===== config.mk =====
export PLATFORM = sky130hd
export DESIGN_NAME = retroaction_dac_writer
export DESIGN_NICKNAME = d
export VERILOG_FILES = /design/src/rtl/dac_writer_defs.sv /design/src/rtl/dac_frame_shifter.sv /design/src/rtl/retroaction_dac_writer.sv
export SDC_FILE = /design/constraint.sdc
export NUM_CORES = 1
export LEC_CHECK = 0
export BUFFER_PORTS_ARGS = -buffer_cell sky130_fd_sc_hd__clkbuf_2
export CAP_MARGIN = 20
export CELL_PAD_IN_SITES_DETAIL_PLACEMENT = 0
export CELL_PAD_IN_SITES_GLOBAL_PLACEMENT = 2
export CORE_MARGIN = 10
export CORE_UTILIZATION = 30
export DETAILED_ROUTE_END_ITERATION = 10
export GPL_TIMING_DRIVEN = 0
export PLACE_DENSITY_LB_ADDON = 0.1
export SYNTH_ARGS = -nofsm -noshare
export SYNTH_HDL_FRONTEND = slang
export SYNTH_HIERARCHICAL = 1
export SYNTH_SLANG_ARGS = --single-unit

===== constraint.sdc =====
create_clock -name clk -period 2.6 [get_ports clk]
set_clock_uncertainty 0.15 [all_clocks]
set_input_delay 0.13 -clock clk [delete_from_list [all_inputs] [get_ports clk]]
set_output_delay 0.13 -clock clk [all_outputs]
set_load 0.005 [all_outputs]

===== src/rtl/dac_writer_defs.sv =====
// Shared constants for the retroaction DAC writer: default command prefix,
// FSM state encodings and counter sizing helper.
package dac_writer_defs;

    localparam logic [7:0]  DEFAULT_COMMAND = 8'h30;
    localparam int unsigned OVERRUN_W       = 16;

    typedef enum logic [1:0] {
        ST_IDLE  = 2'd0,
        ST_SHIFT = 2'd1,
        ST_HOLD  = 2'd2,
        ST_GAP   = 2'd3
    } state_t;

    // Bits needed for a counter running 0 .. max_val-1 (never less than one).
    function automatic int unsigned cnt_width(input int unsigned max_val);
        return (max_val > 1) ? $clog2(max_val) : 1;
    endfunction

endpackage


===== src/rtl/dac_frame_shifter.sv =====
// Serializes one FRAME_BITS word MSB first: low phase then high phase of CLK_DIV
// cycles per bit; done_c marks the last cycle of the final high phase.
module dac_frame_shifter
    import dac_writer_defs::*;
#(
    parameter int unsigned FRAME_BITS = 24,
    parameter int unsigned CLK_DIV    = 2
) (
    input  logic                  clk,
    input  logic                  reset,
    input  logic                  start,
    input  logic [FRAME_BITS-1:0] frame,
    output logic                  sclk,
    output logic                  sdi,
    output logic                  done_c
);

    localparam int unsigned     HW        = cnt_width(CLK_DIV);
    localparam int unsigned     BW        = cnt_width(FRAME_BITS);
    localparam logic [HW-1:0]   HALF_LAST = HW'(CLK_DIV - 1);
    localparam logic [BW-1:0]   BIT_LAST  = BW'(FRAME_BITS - 1);

    // Holds the bits still to be sent after the one currently on sdi.
    logic [FRAME_BITS-1:0] shreg;
    logic [HW-1:0]         half_cnt;
    logic [BW-1:0]         bit_cnt;
    logic                  high_phase;
    logic                  active;
    logic                  phase_end_c;

    assign phase_end_c = (half_cnt == HALF_LAST);
    assign done_c      = active && high_phase && phase_end_c && (bit_cnt == BIT_LAST);

    always_ff @(posedge clk) begin
        if (reset) begin
            shreg      <= '0;
            half_cnt   <= '0;
            bit_cnt    <= '0;
            high_phase <= 1'b0;
            active     <= 1'b0;
            sclk       <= 1'b0;
            sdi        <= 1'b0;
        end else if (start) begin
            shreg      <= {frame[FRAME_BITS-2:0], 1'b0};
            sdi        <= frame[FRAME_BITS-1];
            sclk       <= 1'b0;
            half_cnt   <= '0;
            bit_cnt    <= '0;
            high_phase <= 1'b0;
            active     <= 1'b1;
        end else if (active) begin
            if (phase_end_c) begin
                half_cnt <= '0;
                if (!high_phase) begin
                    high_phase <= 1'b1;
                    sclk       <= 1'b1;
                end else begin
                    high_phase <= 1'b0;
                    sclk       <= 1'b0;
                    if (bit_cnt == BIT_LAST) begin
                        active <= 1'b0;
                        sdi    <= 1'b0;
                    end else begin
                        // Next bit goes out at the start of the following low phase.
                        bit_cnt <= bit_cnt + BW'(1);
                        sdi     <= shreg[FRAME_BITS-1];
                        shreg   <= {shreg[FRAME_BITS-2:0], 1'b0};
                    end
                end
            end else begin
                half_cnt <= half_cnt + HW'(1);
            end
        end
    end

endmodule


===== src/rtl/retroaction_dac_writer.sv =====
// Converts controller correction samples to DAC codes and writes each as one
// SPI-style frame; a single pending slot absorbs samples arriving mid-frame.
module retroaction_dac_writer
    import dac_writer_defs::*;
#(
    parameter int unsigned                          DATA_WIDTH     = 16,
    parameter int unsigned                          FRAME_BITS     = 24,
    parameter logic [FRAME_BITS-DATA_WIDTH-1:0]     COMMAND        = DEFAULT_COMMAND,
    parameter int unsigned                          CLK_DIV        = 2,
    parameter int unsigned                          CS_IDLE_CYCLES = 2,
    parameter bit                                   OFFSET_BINARY  = 1'b1
) (
    input  logic                  clk,
    input  logic                  reset,
    input  logic [DATA_WIDTH-1:0] data,
    input  logic                  data_valid,
    output logic                  dac_sclk,
    output logic                  dac_cs_n,
    output logic                  dac_sdi,
    output logic                  busy,
    output logic [OVERRUN_W-1:0]  overrun_count,
    output logic [DATA_WIDTH-1:0] last_code
);

    localparam int unsigned   CW        = cnt_width((CLK_DIV > CS_IDLE_CYCLES) ? CLK_DIV : CS_IDLE_CYCLES);
    localparam logic [CW-1:0] HOLD_LAST = CW'(CLK_DIV - 1);
    localparam logic [CW-1:0] GAP_LAST  = CW'(CS_IDLE_CYCLES - 1);

    state_t                  state;
    logic                    pend_valid;
    logic [DATA_WIDTH-1:0]   pend_data;
    logic [CW-1:0]           cnt;

    logic [DATA_WIDTH-1:0]   sel_data_c;
    logic [DATA_WIDTH-1:0]   code_c;
    logic [FRAME_BITS-1:0]   frame_c;
    logic                    start_c;
    logic                    done_c;

    // A fresh sample beats the pending one when both are available in IDLE.
    always_comb begin
        sel_data_c = data_valid ? data : pend_data;
        code_c     = sel_data_c;
        if (OFFSET_BINARY) begin
            code_c[DATA_WIDTH-1] = ~sel_data_c[DATA_WIDTH-1];
        end
        frame_c = {COMMAND, code_c};
        start_c = (state == ST_IDLE) && (data_valid || pend_valid);
    end

    always_ff @(posedge clk) begin
        if (reset) begin
            state         <= ST_IDLE;
            pend_valid    <= 1'b0;
            pend_data     <= '0;
            cnt           <= '0;
            dac_cs_n      <= 1'b1;
            busy          <= 1'b0;
            overrun_count <= '0;
            last_code     <= '0;
        end else begin
            case (state)
                ST_IDLE: begin
                    if (start_c) begin
                        last_code  <= code_c;
                        busy       <= 1'b1;
                        dac_cs_n   <= 1'b0;
                        pend_valid <= 1'b0;
                        state      <= ST_SHIFT;
                    end
                end
                ST_SHIFT: begin
                    if (done_c) begin
                        cnt   <= '0;
                        state <= ST_HOLD;
                    end
                end
                ST_HOLD: begin
                    if (cnt == HOLD_LAST) begin
                        cnt      <= '0;
                        dac_cs_n <= 1'b1;
                        state    <= ST_GAP;
                    end else begin
                        cnt <= cnt + CW'(1);
                    end
                end
                ST_GAP: begin
                    if (cnt == GAP_LAST) begin
                        cnt   <= '0;
                        busy  <= 1'b0;
                        state <= ST_IDLE;
                    end else begin
                        cnt <= cnt + CW'(1);
                    end
                end
                default: begin
                    state <= ST_IDLE;
                end
            endcase

            // Mid-frame samples park in the pending slot; newest overwrites.
            if (data_valid && (state != ST_IDLE)) begin
                pend_data  <= data;
                pend_valid <= 1'b1;
                if (pend_valid && (overrun_count != '1)) begin
                    overrun_count <= overrun_count + OVERRUN_W'(1);
                end
            end
        end
    end

    dac_frame_shifter #(
        .FRAME_BITS (FRAME_BITS),
        .CLK_DIV    (CLK_DIV)
    ) u_shifter (
        .clk    (clk),
        .reset  (reset),
        .start  (start_c),
        .frame  (frame_c),
        .sclk   (dac_sclk),
        .sdi    (dac_sdi),
        .done_c (done_c)
    );

endmodule


==> impl_metrics.json <==
{
  "first_pass_iters": 4,
  "syn-instance-count": 479,
  "final_layout_size_suffix_gt1_frac": 0.2003,
  "p_total_mw": 4.335,
  "placementRows": 41,
  "cpMaxStageDelayCell": "or4_1",
  "die_h_um": 134.7,
  "critPathMaxFanout": 9,
  "fin_ws_ns": 0.1325,
  "synth_top_cell_area_share": 0.4361,
  "path_buf_inv": 3,
  "vias": 3736,
  "critical_path_class": "reg -> reg",
  "cp_data_arrival_time_ns": 2.59,
  "clock_latency_ns": 0.34,
  "port_buffers": 53,
  "cpMostUsedCell": "or4_1",
  "yosysWarningCount": 6,
  "grt_max_degree": 14,
  "grt_pass1_vias": 3545,
  "postLayoutCoreUtil": 0.3900,
  "hpwl_um": 8490,
  "worst_pin_slew_ns": 0.6351,
  "gr-usage-all-layers": 0.1312,
  "fmax_ghz": 0.4053,
  "num_io_pins": 55,
  "synth_area_um2": 3948,
  "nFillCells": 1326,
  "rrSetupSlack_ns": 0.13,
  "yosysSeqAreaShare": 0.4361,
  "syn_area_per_cell_um2": 8.241,
  "cts_htree_levels": 3,
  "die_w_um": 134.7,
  "routabilityCongestion": 0.7793,
  "yosys_register_bits": 86,
  "synthFlopType": "dfxtp_1",
  "post_synth_and_or_nand_nor_area_fraction": 0.1949,
  "period_share": 0.9490,
  "drc": 0,
  "cts_tree": "done",
  "finalNetCount": 596,
  "hp-class": "in -> reg",
  "setup_viol": 0,
  "wl_per_cell_um": 15.90,
  "cp_cell_sequence": "inv_1 > ha_1 > clkbuf_4 > nand3b_4 > or4_1 > buf_4 > or4_1 > a21oi_1",
  "drt-total-wl_um": 11860,
  "finalHoldViolCount": 0,
  "max_stage_delay_ns": 0.48,
  "min-delay-start": "reset",
  "dp_slack_ns": -0.8557,
  "synth_top_family_by_area": "compound AO/OA/AOI/OAI gates",
  "core_um2": 12770,
  "max-vdd-ir-drop_mv": 0.2872,
  "required_ns": 2.72,
  "mostFrequentLayoutCells": "dfxtp_1 (84), clkbuf_2 (55), nand2_1 (44)",
  "start_util": 0.3090,
  "cts_sinks": 86,
  "synth_compound_area_frac": 0.2158,
  "first_iter_violations": 244,
  "async_flop_share": 0,
  "reg2regPathDepth": 8,
  "grt_pass1_wl_um": 19110,
  "worstSetupEndpointType": "register",
  "yosys-top-cells-area": "dfxtp_1 (44%), a21oi_1 (5.2%), a221oi_1 (5.1%)",
  "tns_ns": 0,
  "status": "finished clean",
  "ant_nets": 0,
  "whs_path_depth": 2,
  "holdPathEnd": "u_shifter/shreg[8]$_SDFFE_PP0P_",
  "mostFrequentLayoutCell": "dfxtp_1",
  "cp_top_family": "simple AND/OR/NAND/NOR gates",
  "ctsLongestPathBuffers": 2,
  "p_leak_nw": 1.931,
  "period_needed_ns": 2.468,
  "cp-start-kind": "register",
  "clk_pin_slew_ns": 0.06,
  "vias_per_cell": 5.008,
  "design_area_um2": 4982,
  "placed_area_um2": 4451,
  "area_delta_synth_final_pct": 26.21,
  "placed_cells_incl_taps": 710,
  "synthAdderAreaFrac": 0.02219,
  "slew_viol_final": 0,
  "synthMuxAreaShare": 0.05357,
  "cts-root-buf": "clkbuf_16",
  "timing.rr.start": "state[1]$_SDFFE_PP0P_",
  "power.density_nw_per_um2": 870.1,
  "synth_cell_types": 47,
  "grt_overflow": 0,
  "cap_viol_max_count": 0,
  "fin_hold_ws_ns": 0.07536,
  "n_antenna_cell": 0,
  "antenna_found_initial": 0,
  "numCtsBuffers": 9,
  "die_area_um2": 18150,
  "synth-edff-count": 0,
  "synth_xor_area_frac": 0.004437,
  "layoutNonFillerInstCount": 746,
  "yosys.area.top_type": "dfxtp_1",
  "slew_headroom": 0.5766,
  "r2r-end": "overrun_count[13]$_SDFFE_PP0P_"
}
-- report_power, final --
part,internal [mW],switching (mW),leakage (nW)
sequential,1.60,0.151,0.705
combinational,0.537,0.759,1.08
clock,0.759,0.534,0.148
-- cells by family (layout without fill, tap and decap cells) --
family	Yosys count	count (layout)
adder cells (fa/ha/maj)	7	7
multiplexers	19	19
XOR/XNOR	2	2
flip-flops	86	86
AND/OR/NAND/NOR	156	156
other	2	8
AO/OA/AOI/OAI	138	138
buffers and inverters	69	158
-- Yosys cell counts, types with 2 or more instances --
library cell,instances
a21oi_1,41
nand2_1,44
ha_1,7
mux2i_1,2
inv_1,30
nor4_1,2
clkbuf_1,25
buf_2,10
nor3_1,18
conb_1,2
nor2_1,42
dfxtp_1,86
or3_1,7
o21ai_0,34
a221oi_1,23
or2_2,3
a31oi_1,23
or4_1,10
nor2b_1,6
o31ai_1,7
a211oi_1,2
mux2_2,17
nand3_1,11
nand4_1,4
-- flip-flops by register name, summed over array words and instances (netlist names) --
| signal | cells |
|---|---|
| u_shifter/shreg | 23 |
| last_code | 16 |
| overrun_count | 16 |
| pend_data | 16 |
| u_shifter/bit_cnt | 5 |
| state | 2 |
| busy | 1 |
| cnt | 1 |
| dac_cs_n | 1 |
| pend_valid | 1 |
| u_shifter/active | 1 |
| u_shifter/half_cnt | 1 |
| u_shifter/high_phase | 1 |
| u_shifter/sdi | 1 |
-- worst register-to-register path, delay by kind of cell, from the launching register on --
kind	cells	cell delay, ns
buf+inv	3	0.42
flops	1	0.35
compound gates	1	0.14
simple gates	3	1.15
fa+ha+maj	1	0.17
-- worst max-delay path by stage --
stage                                startpoint  cells after the start  slack, ns                           endpoint
after detailed placement  state[0]$_SDFFE_PP0P_                      9      -0.86    u_shifter/shreg[5]$_SDFFE_PP0P_
after CTS                 state[0]$_SDFFE_PP0P_                      8      0.007   u_shifter/shreg[19]$_SDFFE_PP0P_
after global placement    state[0]$_SDFFE_PP0P_                      9      -0.83    u_shifter/shreg[4]$_SDFFE_PP0P_
final                     state[1]$_SDFFE_PP0P_                      8       0.13     overrun_count[13]$_SDFFE_PP0P_
after global routing      state[1]$_SDFFE_PP0P_                      8     -0.005     overrun_count[13]$_SDFFE_PP0P_
after floorplan           state[0]$_SDFFE_PP0P_                      9        0.1  u_shifter/bit_cnt[2]$_SDFFE_PP0P_
-- metal layers --
layer | routed length (µm) | vias to the layer above | GRT usage | part of all wire
met5 | 0 | - | 0 | 0
met4 | 216 | 0 | 0.05683 | 0.018
met3 | 433 | 14 | 0.02708 | 0.037
met2 | 5702 | 61 | 0.2121 | 0.48
met1 | 5509 | 1764 | 0.1646 | 0.46
li1 | - | 1897 | - | -
-- cell type report --
cell class                 instances  area (µm²)  share of cell area
sequential                        86        1724              0.3461
tap                              172       215.2             0.04319
buffer                            37       166.4             0.03340
timing repair buffer              74       462.9             0.09292
clock inverter                     5       50.05             0.01005
timing repair inverter             1       5.005            0.001005
inverter                          31       121.4             0.02436
clock buffer                      10       239.0             0.04797
multi-input combinational        330        1998              0.4011
-- repair_timing --
item                                    4_1_cts  5_1_grt
endpoints found under the hold margin        17        0
hold buffers                                 16        0
cloned                                        1        0
endpoints found under the setup margin       43       26
setup buffers                                 1        4
gates resized for setup                       5       10
pin swaps                                     1        1
Power figures use the tool's default switching activity.
